[src/rtl/cdb_arbiter_if.sv]
// Producer/broadcast bundle for cdb_arbiter: ALU and LSB result inputs, their
// stall feedback, and the common data bus outputs.
interface cdb_arbiter_if #(
    parameter int DATA_W    = 32,
    parameter int ROB_POS_W = 4
);
    logic                 alu_valid;
    logic [DATA_W-1:0]    alu_val;
    logic [ROB_POS_W-1:0] alu_rob_pos;
    logic                 alu_stall;
    logic                 lsb_valid;
    logic [DATA_W-1:0]    lsb_val;
    logic [ROB_POS_W-1:0] lsb_rob_pos;
    logic                 lsb_stall;
    logic                 cdb_valid;
    logic [DATA_W-1:0]    cdb_val;
    logic [ROB_POS_W-1:0] cdb_rob_pos;
    logic                 cdb_src;

    modport master (
        output alu_valid, alu_val, alu_rob_pos, lsb_valid, lsb_val, lsb_rob_pos,
        input  alu_stall, lsb_stall, cdb_valid, cdb_val, cdb_rob_pos, cdb_src
    );

    modport slave (
        input  alu_valid, alu_val, alu_rob_pos, lsb_valid, lsb_val, lsb_rob_pos,
        output alu_stall, lsb_stall, cdb_valid, cdb_val, cdb_rob_pos, cdb_src
    );
endinterface

[src/rtl/cdb_arbiter.sv]
// CDB arbiter: per-source result FIFOs with bypass, one broadcast per cycle.
// Optional macro CDB_ROUND_ROBIN_EN selects round-robin tie breaking (default: LSB wins).
module cdb_arbiter #(
    parameter int DEPTH     = 2,
    parameter int DATA_W    = 32,
    parameter int ROB_POS_W = 4
) (
    input  logic          clk,
    input  logic          rst,
    input  logic          rdy,
    input  logic          rollback,
    cdb_arbiter_if.slave  bus
);
    localparam int PTR_W = $clog2(DEPTH);
    localparam int CNT_W = PTR_W + 1;
    localparam logic [CNT_W-1:0] CNT_FULL = CNT_W'(DEPTH);
    localparam logic [CNT_W-1:0] CNT_ZERO = {CNT_W{1'b0}};

    logic [DATA_W-1:0]    alu_val_mem_r [DEPTH];
    logic [ROB_POS_W-1:0] alu_pos_mem_r [DEPTH];
    logic [DATA_W-1:0]    lsb_val_mem_r [DEPTH];
    logic [ROB_POS_W-1:0] lsb_pos_mem_r [DEPTH];
    logic [PTR_W-1:0]     alu_head_r, alu_tail_r, lsb_head_r, lsb_tail_r;
    logic [CNT_W-1:0]     alu_cnt_r, lsb_cnt_r;
`ifdef CDB_ROUND_ROBIN_EN
    logic                 last_grant_r;
`endif

    logic alu_empty_s, lsb_empty_s, alu_acc_s, lsb_acc_s, alu_cand_s, lsb_cand_s;
    logic grant_alu_s, grant_lsb_s, alu_push_s, alu_pop_s, lsb_push_s, lsb_pop_s;
    logic [DATA_W-1:0]    win_val_s;
    logic [ROB_POS_W-1:0] win_pos_s;

    // Stall depends only on registered occupancy, so a same-cycle pop never releases it.
    assign bus.alu_stall = (alu_cnt_r == CNT_FULL);
    assign bus.lsb_stall = (lsb_cnt_r == CNT_FULL);

    // Candidate selection, grant decision and push/pop strobes.
    always_comb begin
        alu_empty_s = (alu_cnt_r == CNT_ZERO);
        lsb_empty_s = (lsb_cnt_r == CNT_ZERO);
        alu_acc_s   = bus.alu_valid & ~bus.alu_stall;
        lsb_acc_s   = bus.lsb_valid & ~bus.lsb_stall;
        alu_cand_s  = ~alu_empty_s | alu_acc_s;
        lsb_cand_s  = ~lsb_empty_s | lsb_acc_s;
        if (alu_cand_s && lsb_cand_s) begin
`ifdef CDB_ROUND_ROBIN_EN
            grant_lsb_s = ~last_grant_r;
`else
            grant_lsb_s = 1'b1;
`endif
            grant_alu_s = ~grant_lsb_s;
        end else begin
            grant_lsb_s = lsb_cand_s;
            grant_alu_s = alu_cand_s;
        end
        alu_pop_s  = grant_alu_s & ~alu_empty_s;
        lsb_pop_s  = grant_lsb_s & ~lsb_empty_s;
        // A granted input into an empty queue bypasses storage entirely.
        alu_push_s = alu_acc_s & ~(grant_alu_s & alu_empty_s);
        lsb_push_s = lsb_acc_s & ~(grant_lsb_s & lsb_empty_s);
        if (grant_lsb_s) begin
            if (lsb_empty_s) begin
                win_val_s = bus.lsb_val;
                win_pos_s = bus.lsb_rob_pos;
            end else begin
                win_val_s = lsb_val_mem_r[lsb_head_r];
                win_pos_s = lsb_pos_mem_r[lsb_head_r];
            end
        end else if (grant_alu_s) begin
            if (alu_empty_s) begin
                win_val_s = bus.alu_val;
                win_pos_s = bus.alu_rob_pos;
            end else begin
                win_val_s = alu_val_mem_r[alu_head_r];
                win_pos_s = alu_pos_mem_r[alu_head_r];
            end
        end else begin
            win_val_s = {DATA_W{1'b0}};
            win_pos_s = {ROB_POS_W{1'b0}};
        end
    end

    // Queue storage writes; contents need no reset since occupancy gates every read.
    always_ff @(posedge clk) begin
        if (!rst && !rollback && rdy) begin
            if (alu_push_s) begin
                alu_val_mem_r[alu_tail_r] <= bus.alu_val;
                alu_pos_mem_r[alu_tail_r] <= bus.alu_rob_pos;
            end
            if (lsb_push_s) begin
                lsb_val_mem_r[lsb_tail_r] <= bus.lsb_val;
                lsb_pos_mem_r[lsb_tail_r] <= bus.lsb_rob_pos;
            end
        end
    end

    // Pointer/count bookkeeping and the registered broadcast outputs.
    always_ff @(posedge clk) begin
        if (rst) begin
            alu_head_r      <= {PTR_W{1'b0}};
            alu_tail_r      <= {PTR_W{1'b0}};
            lsb_head_r      <= {PTR_W{1'b0}};
            lsb_tail_r      <= {PTR_W{1'b0}};
            alu_cnt_r       <= CNT_ZERO;
            lsb_cnt_r       <= CNT_ZERO;
            bus.cdb_valid   <= 1'b0;
            bus.cdb_val     <= {DATA_W{1'b0}};
            bus.cdb_rob_pos <= {ROB_POS_W{1'b0}};
            bus.cdb_src     <= 1'b0;
`ifdef CDB_ROUND_ROBIN_EN
            last_grant_r    <= 1'b1;
`endif
        end else if (rollback) begin
            alu_head_r    <= {PTR_W{1'b0}};
            alu_tail_r    <= {PTR_W{1'b0}};
            lsb_head_r    <= {PTR_W{1'b0}};
            lsb_tail_r    <= {PTR_W{1'b0}};
            alu_cnt_r     <= CNT_ZERO;
            lsb_cnt_r     <= CNT_ZERO;
            bus.cdb_valid <= 1'b0;
`ifdef CDB_ROUND_ROBIN_EN
            last_grant_r  <= 1'b1;
`endif
        end else if (rdy) begin
            alu_head_r <= alu_head_r + PTR_W'(alu_pop_s);
            alu_tail_r <= alu_tail_r + PTR_W'(alu_push_s);
            lsb_head_r <= lsb_head_r + PTR_W'(lsb_pop_s);
            lsb_tail_r <= lsb_tail_r + PTR_W'(lsb_push_s);
            alu_cnt_r  <= alu_cnt_r + CNT_W'(alu_push_s) - CNT_W'(alu_pop_s);
            lsb_cnt_r  <= lsb_cnt_r + CNT_W'(lsb_push_s) - CNT_W'(lsb_pop_s);
            bus.cdb_valid <= grant_alu_s | grant_lsb_s;
            if (grant_alu_s || grant_lsb_s) begin
                bus.cdb_val     <= win_val_s;
                bus.cdb_rob_pos <= win_pos_s;
                bus.cdb_src     <= grant_lsb_s;
`ifdef CDB_ROUND_ROBIN_EN
                last_grant_r    <= grant_lsb_s;
`endif
            end
        end
    end
endmodule

[src/flat_wrapper.sv]
// flat-port wrapper written by rule: the top's interface ports become plain ports
module cdb_arbiter_flat 
#(
    parameter int DEPTH     = 2,
    parameter int DATA_W    = 32,
    parameter int ROB_POS_W = 4
)
  (clk, rst, rdy, rollback, bus_alu_valid, bus_alu_val, bus_alu_rob_pos, bus_lsb_valid, bus_lsb_val, bus_lsb_rob_pos, bus_alu_stall, bus_lsb_stall, bus_cdb_valid, bus_cdb_val, bus_cdb_rob_pos, bus_cdb_src);
  cdb_arbiter_if #(.DATA_W(DATA_W), .ROB_POS_W(ROB_POS_W)) bus_i ();
  input  logic clk;
  input  logic rst;
  input  logic rdy;
  input  logic rollback;
  input wire logic [$bits(bus_i.alu_valid)-1:0] bus_alu_valid;
  input wire logic [$bits(bus_i.alu_val)-1:0] bus_alu_val;
  input wire logic [$bits(bus_i.alu_rob_pos)-1:0] bus_alu_rob_pos;
  input wire logic [$bits(bus_i.lsb_valid)-1:0] bus_lsb_valid;
  input wire logic [$bits(bus_i.lsb_val)-1:0] bus_lsb_val;
  input wire logic [$bits(bus_i.lsb_rob_pos)-1:0] bus_lsb_rob_pos;
  output wire logic [$bits(bus_i.alu_stall)-1:0] bus_alu_stall;
  output wire logic [$bits(bus_i.lsb_stall)-1:0] bus_lsb_stall;
  output wire logic [$bits(bus_i.cdb_valid)-1:0] bus_cdb_valid;
  output wire logic [$bits(bus_i.cdb_val)-1:0] bus_cdb_val;
  output wire logic [$bits(bus_i.cdb_rob_pos)-1:0] bus_cdb_rob_pos;
  output wire logic [$bits(bus_i.cdb_src)-1:0] bus_cdb_src;
  assign bus_i.alu_valid = bus_alu_valid;
  assign bus_i.alu_val = bus_alu_val;
  assign bus_i.alu_rob_pos = bus_alu_rob_pos;
  assign bus_i.lsb_valid = bus_lsb_valid;
  assign bus_i.lsb_val = bus_lsb_val;
  assign bus_i.lsb_rob_pos = bus_lsb_rob_pos;
  assign bus_alu_stall = bus_i.alu_stall;
  assign bus_lsb_stall = bus_i.lsb_stall;
  assign bus_cdb_valid = bus_i.cdb_valid;
  assign bus_cdb_val = bus_i.cdb_val;
  assign bus_cdb_rob_pos = bus_i.cdb_rob_pos;
  assign bus_cdb_src = bus_i.cdb_src;
  cdb_arbiter #(.DEPTH(DEPTH), .DATA_W(DATA_W), .ROB_POS_W(ROB_POS_W)) u_core (.clk(clk), .rst(rst), .rdy(rdy), .rollback(rollback), .bus(bus_i));
endmodule
[config.mk]
export PLATFORM = sky130hd
export DESIGN_NAME = cdb_arbiter_flat
export DESIGN_NICKNAME = d
export VERILOG_FILES = /design/src/rtl/cdb_arbiter_if.sv /design/src/rtl/cdb_arbiter.sv /design/src/flat_wrapper.sv
export SDC_FILE = /design/constraint.sdc
export NUM_CORES = 1
export LEC_CHECK = 0
export CORE_MARGIN = 4
export CORE_UTILIZATION = 59
export DETAILED_ROUTE_END_ITERATION = 6
export GPL_ROUTABILITY_DRIVEN = 0
export GPL_TIMING_DRIVEN = 0
export PLACE_DENSITY = 0.86
export SYNTH_ARGS = -nofsm -noshare
export SYNTH_HDL_FRONTEND = slang
export SYNTH_SLANG_ARGS = --single-unit
[constraint.sdc]
create_clock -name clk -period 7.37 [get_ports clk]
set_clock_uncertainty 0.1 [all_clocks]
set_input_delay 1.474 -clock clk [delete_from_list [all_inputs] [get_ports clk]]
set_output_delay 1.474 -clock clk [all_outputs]
set_load 0.03 [all_outputs]
# After elaboration in Yosys (flattened, before gate mapping)
# Memories as Yosys holds them, arrays and structs flattened. A register that Yosys moved wholly into a read port is not among the register bits.
# Index checks and enable logic that the tools add are counted.
[totals]
reg_bits = 46
latchBits = 0
ram_bits = 144
mem_bits_ro = 0
in_bits = 78
output_inout_bits = 40
word_cells = 76
n_memories = 4
[memory_table]
columns = ["name", "depth", "width", "read_ports", "rd_ports_with_merged_regs", "wr", "line", "rtl"]
rows = [
  ["u_core.alu_val_mem_r", 2, 32, 1, 1, 1, "cdb_arbiter.sv:19", "logic [DATA_W-1:0] alu_val_mem_r [DEPTH];"],
  ["u_core.lsb_val_mem_r", 2, 32, 1, 1, 1, "cdb_arbiter.sv:21", "logic [DATA_W-1:0] lsb_val_mem_r [DEPTH];"],
  ["u_core.alu_pos_mem_r", 2, 4, 1, 1, 1, "cdb_arbiter.sv:20", "logic [ROB_POS_W-1:0] alu_pos_mem_r [DEPTH];"],
  ["u_core.lsb_pos_mem_r", 2, 4, 1, 1, 1, "cdb_arbiter.sv:22", "logic [ROB_POS_W-1:0] lsb_pos_mem_r [DEPTH];"],
]
[op_classes]
add_sub_neg = 8
n_mul = 0
div = 0
magnitude_cmp = 0
n_eq_ne = 2
shift = 0
muxes = 24
bitwise = 18
reduce_logical = 10
[op_table]
columns = ["op", "count"]
rows = [
  ["$mux W32", 4],
  ["$mux W1", 16],
  ["$mux W4", 4],
  ["$and A1 B1 Y1", 8],
  ["$not A1 Y1", 7],
  ["$add A1 B1 Y1", 4],
  ["$add A2 B1 Y2", 2],
  ["$eq A2 B2 Y1 const B", 2],
  ["$logic_not A2 Y1", 2],
  ["$sub A2 B1 Y2", 2],
  ["$logic_and A1 B1 Y1", 3],
  ["$or A1 B1 Y1", 3],
  ["$reduce_and A3 Y1", 1],
  ["$logic_not A1 Y1", 2],
  ["$reduce_or A2 Y1", 1],
  ["$logic_or A1 B1 Y1", 1],
]

# Logic depth before layout (Yosys ltp)
[depth]
word_depth = 12
depth_mapped = 10
depth_no_buf = 7

# Worst setup path after synthesis
# OpenSTA, ideal clock, no wires.
[synth_timing]
kind = "input -> register"
start = "input bus_lsb_valid"
end = "memory u_core.lsb_pos_mem_r[0][0] (enable)"
setup_time_ns = 0.474
t_arrival_ns = 4.582
required_ns = 6.796
slack_ns = 2.215
stages = 4
path_buffers = 2
cell_sequence = "clkbuf_1 > buf_2 > nand3_1 > nor3_1"
[synth_via]
elab_chain_len = 10
[synth_rtl]
columns = ["item", "line", "rtl"]
rows = [
  ["from (decl)", "flat_wrapper.sv:17", "input wire logic [$bits(bus_i.lsb_valid)-1:0] bus_lsb_valid;"],
  ["$and A1 B1 Y1 (*)", "cdb_arbiter.sv:43", "lsb_acc_s = bus.lsb_valid & ~bus.lsb_stall;"],
  ["$or A1 B1 Y1", "cdb_arbiter.sv:45", "lsb_cand_s = ~lsb_empty_s | lsb_acc_s;"],
  ["$logic_and A1 B1 Y1", "cdb_arbiter.sv:46", "if (alu_cand_s && lsb_cand_s) begin"],
  ["$mux W1", "cdb_arbiter.sv:46", ""],
  ["$and A1 B1 Y1", "cdb_arbiter.sv:61", "lsb_push_s = lsb_acc_s & ~(grant_lsb_s & lsb_empty_s);"],
  ["$not A1 Y1", "cdb_arbiter.sv:61", ""],
  ["$and A1 B1 Y1 (*)", "cdb_arbiter.sv:61", ""],
  ["$mux W1 (*)", "cdb_arbiter.sv:91", "if (lsb_push_s) begin"],
  ["$mux W1 (*)", "cdb_arbiter.sv:86", "if (!rst && !rollback && rdy) begin"],
  ["$mux W1 (implied by the code) (*)", "cdb_arbiter.sv:93", "lsb_pos_mem_r[lsb_tail_r] <= bus.lsb_rob_pos;"],
  ["to (decl)", "cdb_arbiter.sv:22", ""],
]
# Mark *: on every way between the ends. The rest lies on a longest branch, timed or not.

# Final worst setup path
[layout_timing]
start = "input bus_lsb_valid"
end = "memory u_core.lsb_val_mem_r[1][30] (enable)"
[layout_via]
elab_chain_len = 10
[layout_rtl]
columns = ["item", "line", "rtl"]
rows = [
  ["$and A1 B1 Y1 (*)", "cdb_arbiter.sv:43", ""],
  ["$or A1 B1 Y1", "cdb_arbiter.sv:45", ""],
  ["$logic_and A1 B1 Y1", "cdb_arbiter.sv:46", ""],
  ["$mux W1", "cdb_arbiter.sv:46", ""],
  ["$and A1 B1 Y1", "cdb_arbiter.sv:61", ""],
  ["$not A1 Y1", "cdb_arbiter.sv:61", ""],
  ["$and A1 B1 Y1 (*)", "cdb_arbiter.sv:61", ""],
  ["$mux W1 (*)", "cdb_arbiter.sv:91", ""],
  ["$mux W1 (*)", "cdb_arbiter.sv:86", ""],
  ["$mux W1 (implied by the code) (*)", "cdb_arbiter.sv:92", "lsb_val_mem_r[lsb_tail_r] <= bus.lsb_val;"],
  ["to (decl)", "cdb_arbiter.sv:21", ""],
]
# Marks and branches as above.

==> run summary <==
Worst Path Buf+Inv: 5
Port Buffers: 116
Die width: 125 um
Worst min path class: reg2reg
Worst-Skew Late Latency: 430 ps
Crit path largest cell delay: 770 ps
H-tree levels: 4
Final Critical Period: 4360 ps
Peak VDD IR: 178 uV
Synthesized area: 0.00814 mm^2
Synth Area per Inst: 13.6 um^2
Fmax achieved: 0.229 GHz
Final critical-path share of the clock period: 59.2%
Mux contribution to synthesized area: 8.86%
Synth Warn #: 0
Synth area leaders: edfxtp_1, dfxtp_1, mux2i_1
Final net count: 819
Post-synthesis sequential area ratio: 65.0%
Syn nets: 676
Slew margin rel.: 34.5%
Core ar.: 0.0133 mm^2
GRT overflow: 0
Clk buf depth: 2
DRT Pass-1 Iters: 5
Share of the synthesized area in the top cell type: 53.2%
Row count: 42
Most numerous cell in the Yosys netlist: edfxtp_1
Root buf cell: clkbuf_16
XOR/XNOR share of the synthesized area: 0.538%
CP Cell Sequence: clkdlybuf4s50_1 -> clkbuf_1 -> buf_2 -> nand3_1 -> nor3_2 -> buf_8 -> buf_4
Largest net degree at the start of global routing: 26
Pre-CTS setup slack: 2560 ps
Initial Utilization: 60.9%
Final setup fails: 0
Clk slew on worst S/H paths: 60 ps
Status: finished clean
ANT cells: 0
Largest delay share family, worst path: buffers and inverters
Pwr Density: 223 mW/mm^2
Post-CTS Setup Bufs: 0
GR Util All Layers: 27.2%
Worst Setup Start Kind: input port
Vias in the first global route: 6094
First-pass GRT wire length: 33300 um
Gate Count Post-Synth: 597
Number of synthesized flops with an enable pin: 144
Top post-synthesis cells by count: edfxtp_1, nor2_1, mux2i_1
# DRC: 0
Synth Area in Compound Gates: 13.7%
Top routing layer used: met4
Largest family of logic cells by synthesized area: compound AO/OA/AOI/OAI gates
Wire length on met2: 10300 um
TritonCTS Buffers: 17
Critical path type: in2reg
Setup TNS: 0 ps
Vias per inst: 6.43
Cell Count Post-Placement: 897
Max Slew Vio Count: 0
Area growth syn-to-layout: 25.3%
Synth Area in Adders: 0.154%
Routed wire length: 21000 um
Die height: 125 um
Simple-Gate Fraction of Synth Area: 8.14%
WP data required: 7400 ps
Final Hold Viols: 0
Fin cells: 929
Core Util, Final: 76.4%
Wl on met1: 8540 um
Cell taking the most area after synthesis: edfxtp_1
DP HPWL: 14100 um
TritonCTS clock tree: built
Fraction of layout cells with a size suffix above 1: 12.4%
Setup crit end kind: flop
Final ANT Viol Nets: 0
Max Fanout on Critical Path: 11
Worst Slack Setup Final: 3010 ps
Async S/R FF share, synth: 0%
Unrepaired setup endpoints after global routing: false
Reg2reg setup slack: 4580 ps
Ys flop type: edfxtp_1
Via count: 5973
Sink Count: 192
Post-cts resize count: 0
Unique masters post-synth: 39
Initial drt markers: 576
Crit path max-delay cell type: nor3_2
Met3 layer wire length in the routed design: 1610 um
Initial antenna violation count: 0
Worst Tran Pin Value: 977 ps
Max-Cap Viols: 0
Hold buffers post-CTS: 0
#FFs+latches synth: 192
Worst Path Arrival: 4390 ps
I/O Pins: 118
DR WL/cell: 22.6 um
Die Area: 0.0157 mm^2
Leakage: 3.16 nW
==> state kept, by name (all words and copies together) (netlist names), 2 cells and up, named ones only <==
name and count:
u_core.lsb_pos_mem_r 8, u_core.lsb_val_mem_r 64, u_core.bus.cdb_rob_pos 4, u_core.bus.cdb_val 32, u_core.lsb_cnt_r 2, u_core.alu_pos_mem_r 8, u_core.alu_cnt_r 2, u_core.alu_val_mem_r 64
==> layer usage <==
metal | up-vias | GRT usage, %
li1 | 2652 | -
met1 | 2956 | 36.1
met2 | 318 | 44.1
met3 | 47 | 5.80
met4 | 0 | 10.8
met5 | - | 0
==> worst paths after layout <==
check	from	endpoint	cells past startpoint
max	bus_lsb_valid	u_core.lsb_val_mem_r[1][30]	7
min	u_core.bus.cdb_val[10]	u_core.bus.cdb_val[10]	2
max reg2reg	u_core.alu_cnt_r[0]	u_core.alu_val_mem_r[1][12]	7
min reg2reg	u_core.bus.cdb_val[10]	u_core.bus.cdb_val[10]	2
==> cell type report <==
type / instances / area [um^2]
Sequential cell: 192 / 5290
Fill cell: 828 / 3150
Multi-Input combinational cell: 344 / 2580
Timing Repair Buffer: 124 / 1260
Clock buffer: 29 / 531
Buffer: 56 / 277
Tap cell: 176 / 220
Clock inverter: 3 / 21.3
Inverter: 5 / 18.8
==> logic make-up (layout without fill, tap and decap cells) <==
family | count (synthesis) | in the layout
multiplexers | 72 | 72
AO/OA/AOI/OAI | 118 | 118
buffers and inverters | 61 | 217
AND/OR/NAND/NOR | 148 | 148
adder cells (fa/ha/maj) | 1 | 1
XOR/XNOR | 5 | 5
flip-flops | 192 | 192
==> where the power goes <==
group | leakage, nW | switching, W | internal (W) | total [W]
combinational | 1.21 | 0.000132 | 0.000100 | 0.000232
sequential | 1.69 | 0.00000879 | 0.00118 | 0.00119
clock | 0.268 | 0.000373 | 0.000486 | 0.000859
total | 3.16 | 0.000514 | 0.00176 | 0.00228
==> worst min-delay path, stage by stage, from the launching register on <==
cell and delay (ps):
dfxtp_1 310, nor2_1 100, a211oi_1 50
==> stage by stage <==
step                power, W  area, um^2  hold slack (ps)
CTS                  0.00228       10200              403
global route         0.00234       10200              424
finish               0.00228       10200              401
global placement     0.00143        9520              388
detailed placement   0.00144        9650              394
floorplan            0.00132        8140              382
==> cell usage in the layout (no fill, tap or decap), drive strengths merged <==
| cell | Yosys | final |
|---|---|---|
| a2111oi | 36 | 36 |
| a211oi | 38 | 38 |
| a21oi | 1 | 1 |
| a221oi | 1 | 1 |
| a311oi | 37 | 37 |
| and3 | 4 | 4 |
| buf | 31 | 39 |
| clkbuf | 25 | 54 |
| clkdlybuf4s50 | 0 | 116 |
| clkinv | 0 | 2 |
| clkinvlp | 0 | 1 |
| dfxtp | 48 | 48 |
| edfxtp | 144 | 144 |
| ha | 1 | 1 |
| inv | 5 | 5 |
| mux2i | 72 | 72 |
| nand2 | 1 | 1 |
| nand2b | 1 | 1 |
| nand3 | 4 | 4 |
| nand3b | 1 | 1 |
| nand4 | 1 | 1 |
| nor2 | 86 | 86 |
| nor2b | 2 | 2 |
| nor3 | 42 | 42 |
| nor3b | 1 | 1 |
| nor4b | 1 | 1 |
| o21ai | 3 | 3 |
| o21bai | 1 | 1 |
| o31ai | 1 | 1 |
| or2 | 2 | 2 |
| or3 | 1 | 1 |
| or4 | 1 | 1 |
| xnor2 | 4 | 4 |
| xor2 | 1 | 1 |
Power figures use the tool's default switching activity.
==> RTL edit, RTL diff (same flow settings) <==
`DEPTH` is set to 2 in 2 places; all go to 4.
--- a/src/rtl/cdb_arbiter.sv
+++ b/src/rtl/cdb_arbiter.sv
@@ -1,7 +1,7 @@
 // CDB arbiter: per-source result FIFOs with bypass, one broadcast per cycle.
 // Optional macro CDB_ROUND_ROBIN_EN selects round-robin tie breaking (default: LSB wins).
 module cdb_arbiter #(
-    parameter int DEPTH     = 2,
+    parameter int DEPTH     = 4,
     parameter int DATA_W    = 32,
     parameter int ROB_POS_W = 4
 ) (
--- a/src/flat_wrapper.sv
+++ b/src/flat_wrapper.sv
@@ -1,7 +1,7 @@
 // flat-port wrapper written by rule: the top's interface ports become plain ports
 module cdb_arbiter_flat 
 #(
-    parameter int DEPTH     = 2,
+    parameter int DEPTH     = 4,
     parameter int DATA_W    = 32,
     parameter int ROB_POS_W = 4
 )
Check against the original RTL: not equivalent (Yosys sat finds a counterexample within 4 cycles, from zero or initial values and one cycle with rst high).
==> RTL edit against the unedited design <==
Sequential cell count grew 152. Setup slack lost 0.26 ns. Synthesized area grew 70%. Largest power group unchanged. Global-route usage shrank 1.8 points. Register-to-register slack lost 0.70 ns. Cell area grew 66%. Power grew 82%. Wire length grew 60%.
==> RTL edit: results (changes against the unedited design) <==
Status: finished clean
Clock Latency Late Sink: 0.50 ns (+0.07 ns)
Pin count of the biggest net entering global routing: 16 (-38%)
Initial antenna violation count: 2 (+2)
TritonCTS buffer count: 34 (+17)
Lkg Pwr: 0.005364 uW (+70%)
Number of global-route vias before repair: 8617 (+41%)
Via density: 6.344 (-1.3%)
Register area share after synthesis: 70.55% (+5.6 points)
Reg2reg start: u_core.lsb_cnt_r[2]$_SDFFE_PP0P_
I/O Buffers: 117 (+0.86%)
Arrival @ worst endpoint: 4.73 ns (+0.34 ns)
Final cell count without fillers: 1304 (+40%)
# H-tree levels: 2 (-2)
GRT Overall Usage: 25.45% (-1.8 points)
Net Count, Synth: 864 (+28%)
Least-Margin Pin Slew: 1.108 ns (+0.1312 ns)
EDFF count, synth: 288 (+100%)
CP max stage cell: nor4_2
Fraction of layout instances using a drive strength above 1: 23.74% (+11 points)
First-pass GRT wire length: 50550 um (+52%)
Synth area leaders: edfxtp_1 62%, mux4_2 12%, dfxtp_1 8.1%
Yosys top cell area share: 62.45% (+9.3 points)
Worst Hold Class: reg2reg
Clk root buf: clkbuf_16
Registers with the most flip-flops: u_core.alu_val_mem_r (128), u_core.lsb_val_mem_r (128), u_core.bus.cdb_val (32)
Reg clk slew, reported paths: 0.06 ns (about the same)
Hold Path Origin: u_core.bus.cdb_valid$_SDFFE_PP0P_
Max Root-Sink Buffers: 3 (+1)
# placed instances: 1242 (+38%)
R2R cell count: 10 (+3)
# fillers: 1343 (+62%)
Post-Route WL: 33530 um (+60%)
CP Launch Point: rdy
Synth top cells by count: 288 x edfxtp_1, 72 x mux4_2, 56 x dfxtp_1
Crit-path max FO: 10 (-1)
Share of flip-flops with an asynchronous set or reset: 0% (unchanged)
Reg2reg setup slack: 3.88 ns (-0.70 ns)
IR drop worst, VDD: 0.1752 mV (-1.4%)
Unique masters post-synth: 45 (+15%)
Dpl hpwl: 21790 um (+54%)
Post-Syn Area per Cell: 17.80 um^2 (+31%)
First-iteration detailed-routing DRC count: 893 (+55%)
Slowest Stage Delay on Critical Path: 0.90 ns (+0.13 ns)
Nets: 1051 (+28%)
## RTL edit: cell count changes after synthesis, moves of 22 or more
cell | unedited run | this run
a211oi_1 | 36 | 0
a311oi_1 | 37 | 12
a311oi_2 | 0 | 25
and2_1 | 0 | 36
edfxtp_1 | 144 | 288
mux2i_1 | 72 | 7
mux4_2 | 0 | 72
nand2_1 | 1 | 44
nand4_1 | 1 | 37
nor2_1 | 86 | 53
nor3_1 | 42 | 4
o22ai_1 | 0 | 22
## RTL edit: kinds of logic (layout without fill, tap and decap cells)
family                     Yosys count  in the layout  synth area share (%)
AOI/OAI and AO/OA                   80             80                 6.054
adders and majority gates            8              8                0.8312
and+or+nand+nor                    193            193                 7.309
DFF                                344            344                 70.55
other                                0              1                     0
muxes                               79             79                 12.22
xor gates and xnor gates             9              9                0.5692
buffers and inverters               65            277                 2.476
## RTL edit: final cells by class
class	count	area (um^2)	share of cell area (%)
Timing Repair Buffer	151	1468	8.696
Antenna cell	1	2.502	0.01483
Buffer	53	297.8	1.764
Inverter	12	45.04	0.2669
Multi-Input combinational cell	369	3781	22.40
Tap cell	313	391.6	2.320
Clock buffer	49	958.4	5.679
Clock inverter	12	163.9	0.9712
Sequential cell	344	9769	57.88
## RTL edit: power by group
group | internal (uW) | switching, uW | total (uW) | leakage, uW
registers | 2120 | 12.4 | 2140 | 0.00305
logic | 107 | 146 | 253 | 0.00177
clock network | 1050 | 704 | 1750 | 0.000546
total | 3280 | 862 | 4140 | 0.00536
## RTL edit: per-layer routing
layer,vias to the layer above,wire (um),global-route usage (%)
met2,464,17740,44.36
li1,3499,-,-
met3,93,2429,4.236
met5,-,13,0
met4,2,1178,9.849
met1,4215,12170,32.37
## RTL edit: path summary, 6_finish.rpt
| kind | end |
|---|---|
| worst max-delay path | u_core.alu_val_mem_r[3][17]$_DFFE_PP_ |
| worst min register to register | u_core.bus.cdb_valid$_SDFFE_PP0P_ |
| worst max register to register | u_core.alu_cnt_r[2]$_SDFFE_PP0P_ |
| worst min-delay path | u_core.bus.cdb_valid$_SDFFE_PP0P_ |
## RTL edit: worst max-delay path, delay by kind of cell
kind / cells / cell delay (ns)
AND/OR/NAND/NOR: 2 / 1.21
buffers and inverters: 5 / 2.03
## RTL edit: stage by stage
step	hold slack [ns]	worst slack, ns	cell area, um^2	setup TNS (ns)
floorplan	0.3847	0.9691	13850	0
global placement	0.3781	-3.131	15410	-526.42
detailed placement	0.3898	2.353	15750	0
CTS	0.3989	2.824	16870	0
global route	0.4224	2.582	16880	0
finish	0.3910	2.750	16880	0
